[config.mk]
export PLATFORM = sky130hd
export DESIGN_NAME = lowx_arbiter
export DESIGN_NICKNAME = d
export VERILOG_FILES = /design/src/rtl/ceres_param.sv /design/src/rtl/rr_arbiter2.sv /design/src/rtl/lowx_arbiter.sv
export SDC_FILE = /design/constraint.sdc
export NUM_CORES = 1
export LEC_CHECK = 0
export CAP_MARGIN = 20
export CORE_AREA = 2 2 290 292
export DETAILED_ROUTE_END_ITERATION = 10
export DIE_AREA = 0 0 292 294
export GPL_TIMING_DRIVEN = 0
export PLACE_DENSITY_LB_ADDON = 0.05
export SYNTH_ARGS = -nofsm -noshare
export SYNTH_HDL_FRONTEND = slang
export SYNTH_HIERARCHICAL = 1
export SYNTH_SLANG_ARGS = --single-unit
[constraint.sdc]
create_clock -name clk_i -period 2.6 [get_ports clk_i]
set_input_delay 0.78 -clock clk_i [delete_from_list [all_inputs] [get_ports clk_i]]
set_output_delay 0.78 -clock clk_i [all_outputs]
set_load 0.02 [all_outputs]
[src/rtl/ceres_param.sv]
// Shared parameters and types for the lowx memory arbiter.
package ceres_param;

    // Default address and cache-line widths.
    localparam int XLEN_DEF     = 32;
    localparam int BLK_SIZE_DEF = 128;

    // Width of the per-transaction watchdog counter.
    localparam int WDOG_W = 16;

    // Grant-select encoding, also used for the last_grant register.
    localparam logic GNT_I = 1'b0;
    localparam logic GNT_D = 1'b1;

    // Arbiter FSM states.
    typedef enum logic [2:0] {
        ARB_IDLE   = 3'd0,
        ARB_REQ_I  = 3'd1,
        ARB_REQ_D  = 3'd2,
        ARB_WAIT_I = 3'd3,
        ARB_WAIT_D = 3'd4,
        ARB_RESP   = 3'd5
    } lowx_arb_state_e;

    // True for either waiting state.
    function automatic logic is_wait(input lowx_arb_state_e s);
        return (s == ARB_WAIT_I) || (s == ARB_WAIT_D);
    endfunction

endpackage

[src/rtl/rr_arbiter2.sv]
// Two-input round-robin grant: on a tie the requester not granted last wins.
module rr_arbiter2
    import ceres_param::*;
(
    input  logic ic_req_i,
    input  logic dc_req_i,
    input  logic last_grant_i,
    output logic gnt_valid_o,
    output logic gnt_sel_o
);

    // Pick a winner; a lone requester wins regardless of history.
    always_comb begin
        gnt_valid_o = ic_req_i | dc_req_i;
        gnt_sel_o   = GNT_I;
        if (ic_req_i && dc_req_i) begin
            gnt_sel_o = (last_grant_i == GNT_I) ? GNT_D : GNT_I;
        end else if (dc_req_i) begin
            gnt_sel_o = GNT_D;
        end
    end

endmodule

[src/rtl/lowx_arbiter.sv]
// Shares one lower-level memory port between the I-cache and the D-cache.
//
// Handshake: requester valid is level-sensitive and sampled only in IDLE; the
// requester holds it until its res_valid, which is a single-cycle pulse.
// mem_req_valid_o is a single-cycle pulse; mem_req_* fields stay stable until
// mem_res_valid_i, which is only honoured while waiting for a response.
module lowx_arbiter
    import ceres_param::*;
#(
    parameter int XLEN        = XLEN_DEF,
    parameter int BLK_SIZE    = BLK_SIZE_DEF,
    parameter int TIMEOUT_CYC = 1024
) (
    input  logic                clk_i,
    input  logic                rst_ni,
    // I-cache line fill
    input  logic                ic_req_valid_i,
    input  logic [XLEN-1:0]     ic_req_addr_i,
    output logic                ic_res_valid_o,
    output logic [BLK_SIZE-1:0] ic_res_data_o,
    // D-cache
    input  logic                dc_req_valid_i,
    input  logic [XLEN-1:0]     dc_req_addr_i,
    input  logic                dc_req_rw_i,
    input  logic [BLK_SIZE-1:0] dc_req_data_i,
    input  logic                dc_req_uncached_i,
    output logic                dc_res_valid_o,
    output logic [BLK_SIZE-1:0] dc_res_data_o,
    // Shared lower level
    output logic                mem_req_valid_o,
    output logic [XLEN-1:0]     mem_req_addr_o,
    output logic                mem_req_rw_o,
    output logic [BLK_SIZE-1:0] mem_req_data_o,
    output logic                mem_req_uncached_o,
    input  logic                mem_res_valid_i,
    input  logic [BLK_SIZE-1:0] mem_res_data_i,
    // Status
    output logic                timeout_o,
    output logic                busy_o,
    output logic [2:0]          dbg_state_o
);

    localparam logic [WDOG_W-1:0] WDOG_LIMIT = WDOG_W'(TIMEOUT_CYC - 1);

    lowx_arb_state_e     state_q, state_d;
    logic                last_grant_q, last_grant_d;
    logic                gnt_q, gnt_d;
    logic [WDOG_W-1:0]   cnt_q, cnt_d;
    logic [XLEN-1:0]     addr_q, addr_d;
    logic                rw_q, rw_d;
    logic [BLK_SIZE-1:0] wdata_q, wdata_d;
    logic                unc_q, unc_d;
    logic [BLK_SIZE-1:0] res_q, res_d;
    logic                timeout_q, timeout_d;

    logic gnt_valid;
    logic gnt_sel;

    rr_arbiter2 u_rr (
        .ic_req_i     (ic_req_valid_i),
        .dc_req_i     (dc_req_valid_i),
        .last_grant_i (last_grant_q),
        .gnt_valid_o  (gnt_valid),
        .gnt_sel_o    (gnt_sel)
    );

    // Next-state logic: grant and latch in IDLE, pulse request, wait with watchdog, respond.
    always_comb begin
        state_d      = state_q;
        last_grant_d = last_grant_q;
        gnt_d        = gnt_q;
        cnt_d        = cnt_q;
        addr_d       = addr_q;
        rw_d         = rw_q;
        wdata_d      = wdata_q;
        unc_d        = unc_q;
        res_d        = res_q;
        timeout_d    = timeout_q;
        case (state_q)
            ARB_IDLE: begin
                if (gnt_valid) begin
                    gnt_d = gnt_sel;
                    cnt_d = '0;
                    if (gnt_sel == GNT_D) begin
                        addr_d  = dc_req_addr_i;
                        rw_d    = dc_req_rw_i;
                        wdata_d = dc_req_data_i;
                        unc_d   = dc_req_uncached_i;
                        state_d = ARB_REQ_D;
                    end else begin
                        // Instruction fetches are always cached reads.
                        addr_d  = ic_req_addr_i;
                        rw_d    = 1'b0;
                        wdata_d = '0;
                        unc_d   = 1'b0;
                        state_d = ARB_REQ_I;
                    end
                end
            end
            ARB_REQ_I: begin
                cnt_d   = '0;
                state_d = ARB_WAIT_I;
            end
            ARB_REQ_D: begin
                cnt_d   = '0;
                state_d = ARB_WAIT_D;
            end
            ARB_WAIT_I, ARB_WAIT_D: begin
                // A response arriving on the limit cycle still wins over the watchdog.
                if (mem_res_valid_i) begin
                    res_d   = mem_res_data_i;
                    state_d = ARB_RESP;
                end else if (cnt_q == WDOG_LIMIT) begin
                    res_d     = '0;
                    timeout_d = 1'b1;
                    state_d   = ARB_RESP;
                end else begin
                    cnt_d = cnt_q + WDOG_W'(1);
                end
            end
            ARB_RESP: begin
                last_grant_d = gnt_q;
                state_d      = ARB_IDLE;
            end
            default: begin
                state_d = ARB_IDLE;
            end
        endcase
    end

    // State and latched-field registers; reset abandons any transaction.
    always_ff @(posedge clk_i or negedge rst_ni) begin
        if (!rst_ni) begin
            state_q      <= ARB_IDLE;
            last_grant_q <= GNT_I;
            gnt_q        <= GNT_I;
            cnt_q        <= '0;
            addr_q       <= '0;
            rw_q         <= 1'b0;
            wdata_q      <= '0;
            unc_q        <= 1'b0;
            res_q        <= '0;
            timeout_q    <= 1'b0;
        end else begin
            state_q      <= state_d;
            last_grant_q <= last_grant_d;
            gnt_q        <= gnt_d;
            cnt_q        <= cnt_d;
            addr_q       <= addr_d;
            rw_q         <= rw_d;
            wdata_q      <= wdata_d;
            unc_q        <= unc_d;
            res_q        <= res_d;
            timeout_q    <= timeout_d;
        end
    end

    // Outputs are decoded from the state and the latched registers.
    always_comb begin
        mem_req_valid_o    = (state_q == ARB_REQ_I) || (state_q == ARB_REQ_D);
        mem_req_addr_o     = addr_q;
        mem_req_rw_o       = rw_q;
        mem_req_data_o     = wdata_q;
        mem_req_uncached_o = unc_q;
        ic_res_valid_o     = (state_q == ARB_RESP) && (gnt_q == GNT_I);
        dc_res_valid_o     = (state_q == ARB_RESP) && (gnt_q == GNT_D);
        ic_res_data_o      = ic_res_valid_o ? res_q : '0;
        dc_res_data_o      = dc_res_valid_o ? res_q : '0;
        timeout_o          = timeout_q;
        busy_o             = (state_q != ARB_IDLE);
        dbg_state_o        = state_q;
    end

endmodule

After elaboration in Yosys (flattened, before gate mapping):

Index checks and enable logic that the tools add are counted.

* register bits after elaboration: 312
* input port bits: 327
* output and inout bits: 426
* word-level logic and storage cells: 59

* $add $sub $neg: 1
* eq/ne operators: 10
* muxes and demuxes: 20
* bitwise gates (word level): 3
* reductions and logical operators: 15

Operators with widths (count)
* $mux W128: 5
* $mux W16: 3
* $pmux W16 S3: 1
* $mux W32: 1
* $add A16 B1 Y16 const B: 1
* $eq A16 B10 Y1 const B: 1
* $pmux W3 S4: 1
* $mux W3: 3
* $eq A3 B2 Y1 const B: 2
* $eq A3 B3 Y1 const B: 2
* $ne A2 B2 Y1 const B: 3
* $reduce_and A2 Y1: 3
* $reduce_bool A3 Y1: 2
* $mux W1: 5
* $reduce_and A4 Y1: 1
* $reduce_or A2 Y1: 2
* $eq A3 B1 Y1 const B: 1
* $logic_and A1 B1 Y1: 3
* $logic_not A3 Y1: 1
* $ne A3 B3 Y1 const B: 1
* $reduce_and A3 Y1: 1
* $mux W2: 1
* $not A1 Y1: 2
* $reduce_bool A2 Y1: 1
* 2 further kinds: 2

Depth between registers and ports, before layout:

* depth after elaboration: 5
* mapped depth: 8

Modules after synthesis:

The synthesis kept the hierarchy.

By module, submodules not included
* lowx_arbiter: times used 1, cells an instance 1421, area each 14081.0 µm², seq. area each 7807.5 µm²
* rr_arbiter2: times used 1, cells an instance 2, area each 13.8 µm², seq. area each 0.0 µm²

Worst setup path before layout:

Ideal clock, no wire load.

* path type: register to output
* start point: register state_q[0] (netlist: dbg_state_o[0])
* end point: output dc_res_data_o[100]
* data arrival time: 1.824 ns
* slack: -0.004 ns
* cell stages (with the launch flop): 7
* cells stage by stage: dfrtp_1 clkbuf_1 nand3b_1 nor2_1 clkbuf_1 clkbuf_1 and2_1

* longest elaborated chain between the ends: 3

RTL lines
* start: declaration: line lowx_arbiter.sv:45 `lowx_arb_state_e state_q, state_d;`
* start signal: assignment: line lowx_arbiter.sv:145 `state_q <= state_d;`
* $eq A3 B3 Y1: line lowx_arbiter.sv:166 `dc_res_valid_o = (state_q == ARB_RESP) && (gnt_q == GNT_D);`
* $logic_and A1 B1 Y1: line lowx_arbiter.sv:166
* $mux W128: line lowx_arbiter.sv:168 `dc_res_data_o = dc_res_valid_o ? res_q : '0;`
* end: declaration: line lowx_arbiter.sv:28 `output logic [BLK_SIZE-1:0] dc_res_data_o,`

Every way passes these cells.

Worst setup path in the final report:

* start point: register state_q[1] (netlist: dbg_state_o[1])
* end point: output ic_res_data_o[18]

* longest elaborated chain between the ends: 3

RTL lines
* $eq A3 B3 Y1: line lowx_arbiter.sv:165 `ic_res_valid_o = (state_q == ARB_RESP) && (gnt_q == GNT_I);`
* $logic_and A1 B1 Y1: line lowx_arbiter.sv:165
* $mux W128: line lowx_arbiter.sv:167 `ic_res_data_o = ic_res_valid_o ? res_q : '0;`
* end: declaration: line lowx_arbiter.sv:20 `output logic [BLK_SIZE-1:0] ic_res_data_o,`

Every way passes these cells.

==> results.cfg <==
[status]
status = complete, but fails checks
violations = negative setup slack

[timing]
fmax_mhz = 319
worst_slack_ns = -0.531
slew_headroom = 0.406
fin_crit_ns = 3.13
skew_ns = 0.0250
worst_pin_slew_ns = 0.892
tns_ns = -114.69
final-hold-violation-count = 0
setup_viol = 259
finalMaxSlewViolations = 0
timing.final.crit_share = 1.20
rsz0062_at_grt = true

[clock_network]
cts.clk_slew.worst_paths_ns = 0.05
insertion_delay_ns = 0.57
cts.sinks = 312
htreeDepth = 2
max-clock-path-buffers = 3
cts_tree = built
numCtsBuffers = 43
cts_hold_buf = 0
cts_root_buf = clkbuf_16

[synth]
avgSynthCellArea_um2 = 9.90
ys_seq_area_frac = 0.554
ys_top_cells_by_area = dfrtp_1, and2_1, nand2_1
yosysMostFrequentCell = dfrtp_1
ys_seq_elements = 312
syn-cell-area_mm2 = 0.0141
synth_edf_count = 0
ys_types = 51
async_flop_share = 1.00
synthCells = 1423
synth_top_flop_cell = dfrtp_1
synth_top_area_frac = 0.554
post_synth_most_frequent_cells = dfrtp_1, nand2_1, and2_1
synth_fp_nets = 1751
yosysTopAreaCell = dfrtp_1
ys_warn_count = 6

[job]
max_cap_viol_count = 0

[global_route]
overflow = 0
antenna_found_initial = 30
grt_first_pass_wirelength_mm = 108
grt_pass1_vias = 14600
grt_max_degree = 101
track_usage = 0.172

[detailed_routing]
dr.pass1.iters = 4
wire_per_inst_um = 22.7
num_vias = 14000
detail_route.iter0.violations = 511
antenna_left = 0
drt-total-wl_mm = 77.0
drcViolationCount = 0
drt-vias-per-instance = 4.13

[worst_setup_path]
slowest_stage = dfrtp_1
max_stage_delay_ns = 0.38
path_max_fanout = 8
critical_path.most_common_cell = clkbuf_16
path_buf_inv = 6
crit_type = reg2out
end_kind = output port
cp_top_family = buffers and inverters
cp-start-kind = register
arrival_ns = 2.35
crit_required_ns = 1.82
crit_chain = clkbuf_8, nand3b_1, buf_4, nor2_4, buf_12, clkbuf_16, clkbuf_16, and2_4, buf_6

[power_and_ir_drop]
ir_drop_uv = 464
leakage_nw = 11.6
p_per_area_mw_per_mm2 = 1010

[floorplan]
die-height_um = 294
ioPinCount = 753
fp-row-count = 106
fp.dieW_um = 292
initial_core_util = 0.170
die_area_mm2 = 0.0858
core_mm2 = 0.0829

[placement]
place_area_mm2 = 0.0231
port_buffers = 752
gp_congestion = 0.806
post-dp-hpwl_mm = 58.5

[cells_and_area]
nets = 2598
syn2layout_area_growth_pct = 84.6
drive_gt1_frac = 0.266
design_area_mm2 = 0.0260

[hold_path]
hold_path_class = in2async
-- flip-flops by register name (all words and copies together), names as in the netlist --
signal	count
mem_req_addr_o	32
timeout_o	1
cnt_q	16
mem_req_data_o	128
mem_req_uncached_o	1
dbg_state_o	3
res_q	128
last_grant_q	1
gnt_q	1
mem_req_rw_o	1
-- timing repair --
action,CTS,global route
buffers inserted,17,14
gates resized for setup,1700,171
gates cloned,11,6
pin swaps,40,7
endpoints found under the setup margin,523,440
-- power by group --
| part | switching, mW | total [mW] | internal, mW |
|---|---|---|---|
| sequential | 1.46 | 8.40 | 6.94 |
| clock | 2.41 | 6.03 | 3.63 |
| combinational | 6.36 | 11.9 | 5.50 |
| total | 10.2 | 26.3 | 16.1 |
-- layout make-up --
type / count / area (um2)
clock inverter: 11 / 97.6
multi-input combinational: 991 / 6120
buffer: 114 / 1030
fill: 8687 / 56900
inverter: 4 / 15.0
sequential: 312 / 7810
clock buffer: 67 / 1340
tap: 1080 / 1350
timing repair buffer: 804 / 8230
antenna: 10 / 25.0
-- per-layer routing --
layer	routed length [um]	vias to the layer above	part of all wire	track usage
li1	-	6528	-	-
met1	27700	6773	0.36	0.182
met2	38600	535	0.50	0.302
met3	8700	120	0.11	0.0890
met4	1710	42	0.022	0.0435
met5	263	-	0.0034	0
-- through the flow --
stage               power [mW]   util  setup WS, ns  std cells  hold slack [ns]
finish                    26.3  0.314        -0.531       3393            0.175
global route              28.0  0.314        -0.665       3386            0.200
CTS                       26.6  0.307        -0.571       3366            0.186
detailed placement        19.6  0.279         -2.11       3260            0.463
global placement          19.5  0.277        -15.00       3255            0.463
floorplan                 13.5      -        0.0267       1423            0.450
-- kinds of logic (layout without fill, tap and decap cells) --
family	count (synthesis)	count (layout)	synth area share
DFF	312	312	0.554
and+or+nand+nor	626	626	0.224
other	0	10	0
muxes	40	40	0.0285
buffers and inverters	120	1000	0.0390
AOI/OAI and AO/OA	323	323	0.153
adders and majority gates	1	1	0.000888
xor gates and xnor gates	1	1	0.000622
-- layout by cell type, fill, tap and decap left out, types with 2 or more instances in the layout --
cell type,count
buf_8,19
dfrtp_1,312
nand3b_1,3
clkinv_2,7
nor3_1,4
clkbuf_4,5
buf_12,5
nor2_4,2
buf_2,23
nand2b_1,7
and3_1,4
a22o_1,128
clkbuf_2,16
clkbuf_1,44
o21ai_0,169
and2_1,118
or4_1,4
and2_4,140
diode_2,10
dlymetal6s2s_1,2
mux2i_1,38
nand4_1,5
buf_6,184
clkbuf_8,27
or3b_2,2
a21oi_1,4
a21o_1,2
nor2_1,5
inv_1,4
nand2_1,310
buf_4,103
nand3_1,4
clkbuf_16,62
a31oi_1,6
nor4b_1,2
clkdlybuf4s50_1,489
nor4_1,6
buf_16,4
-- final timing paths --
path                                startpoint                  end  slack [ns]  cells after the start
min                                     rst_ni            res_q[24]        0.17                      1
max                             dbg_state_o[1]    ic_res_data_o[18]       -0.53                      9
min reg2reg                mem_req_data_o[126]  mem_req_data_o[126]        0.48                      2
max reg2reg                     dbg_state_o[2]            res_q[80]        0.17                      7
max in group asynchronous               rst_ni   mem_req_data_o[46]        1.16                      3
min in group clk_i         mem_req_data_o[126]  mem_req_data_o[126]        0.48                      2
Power figures use the tool's default switching activity.
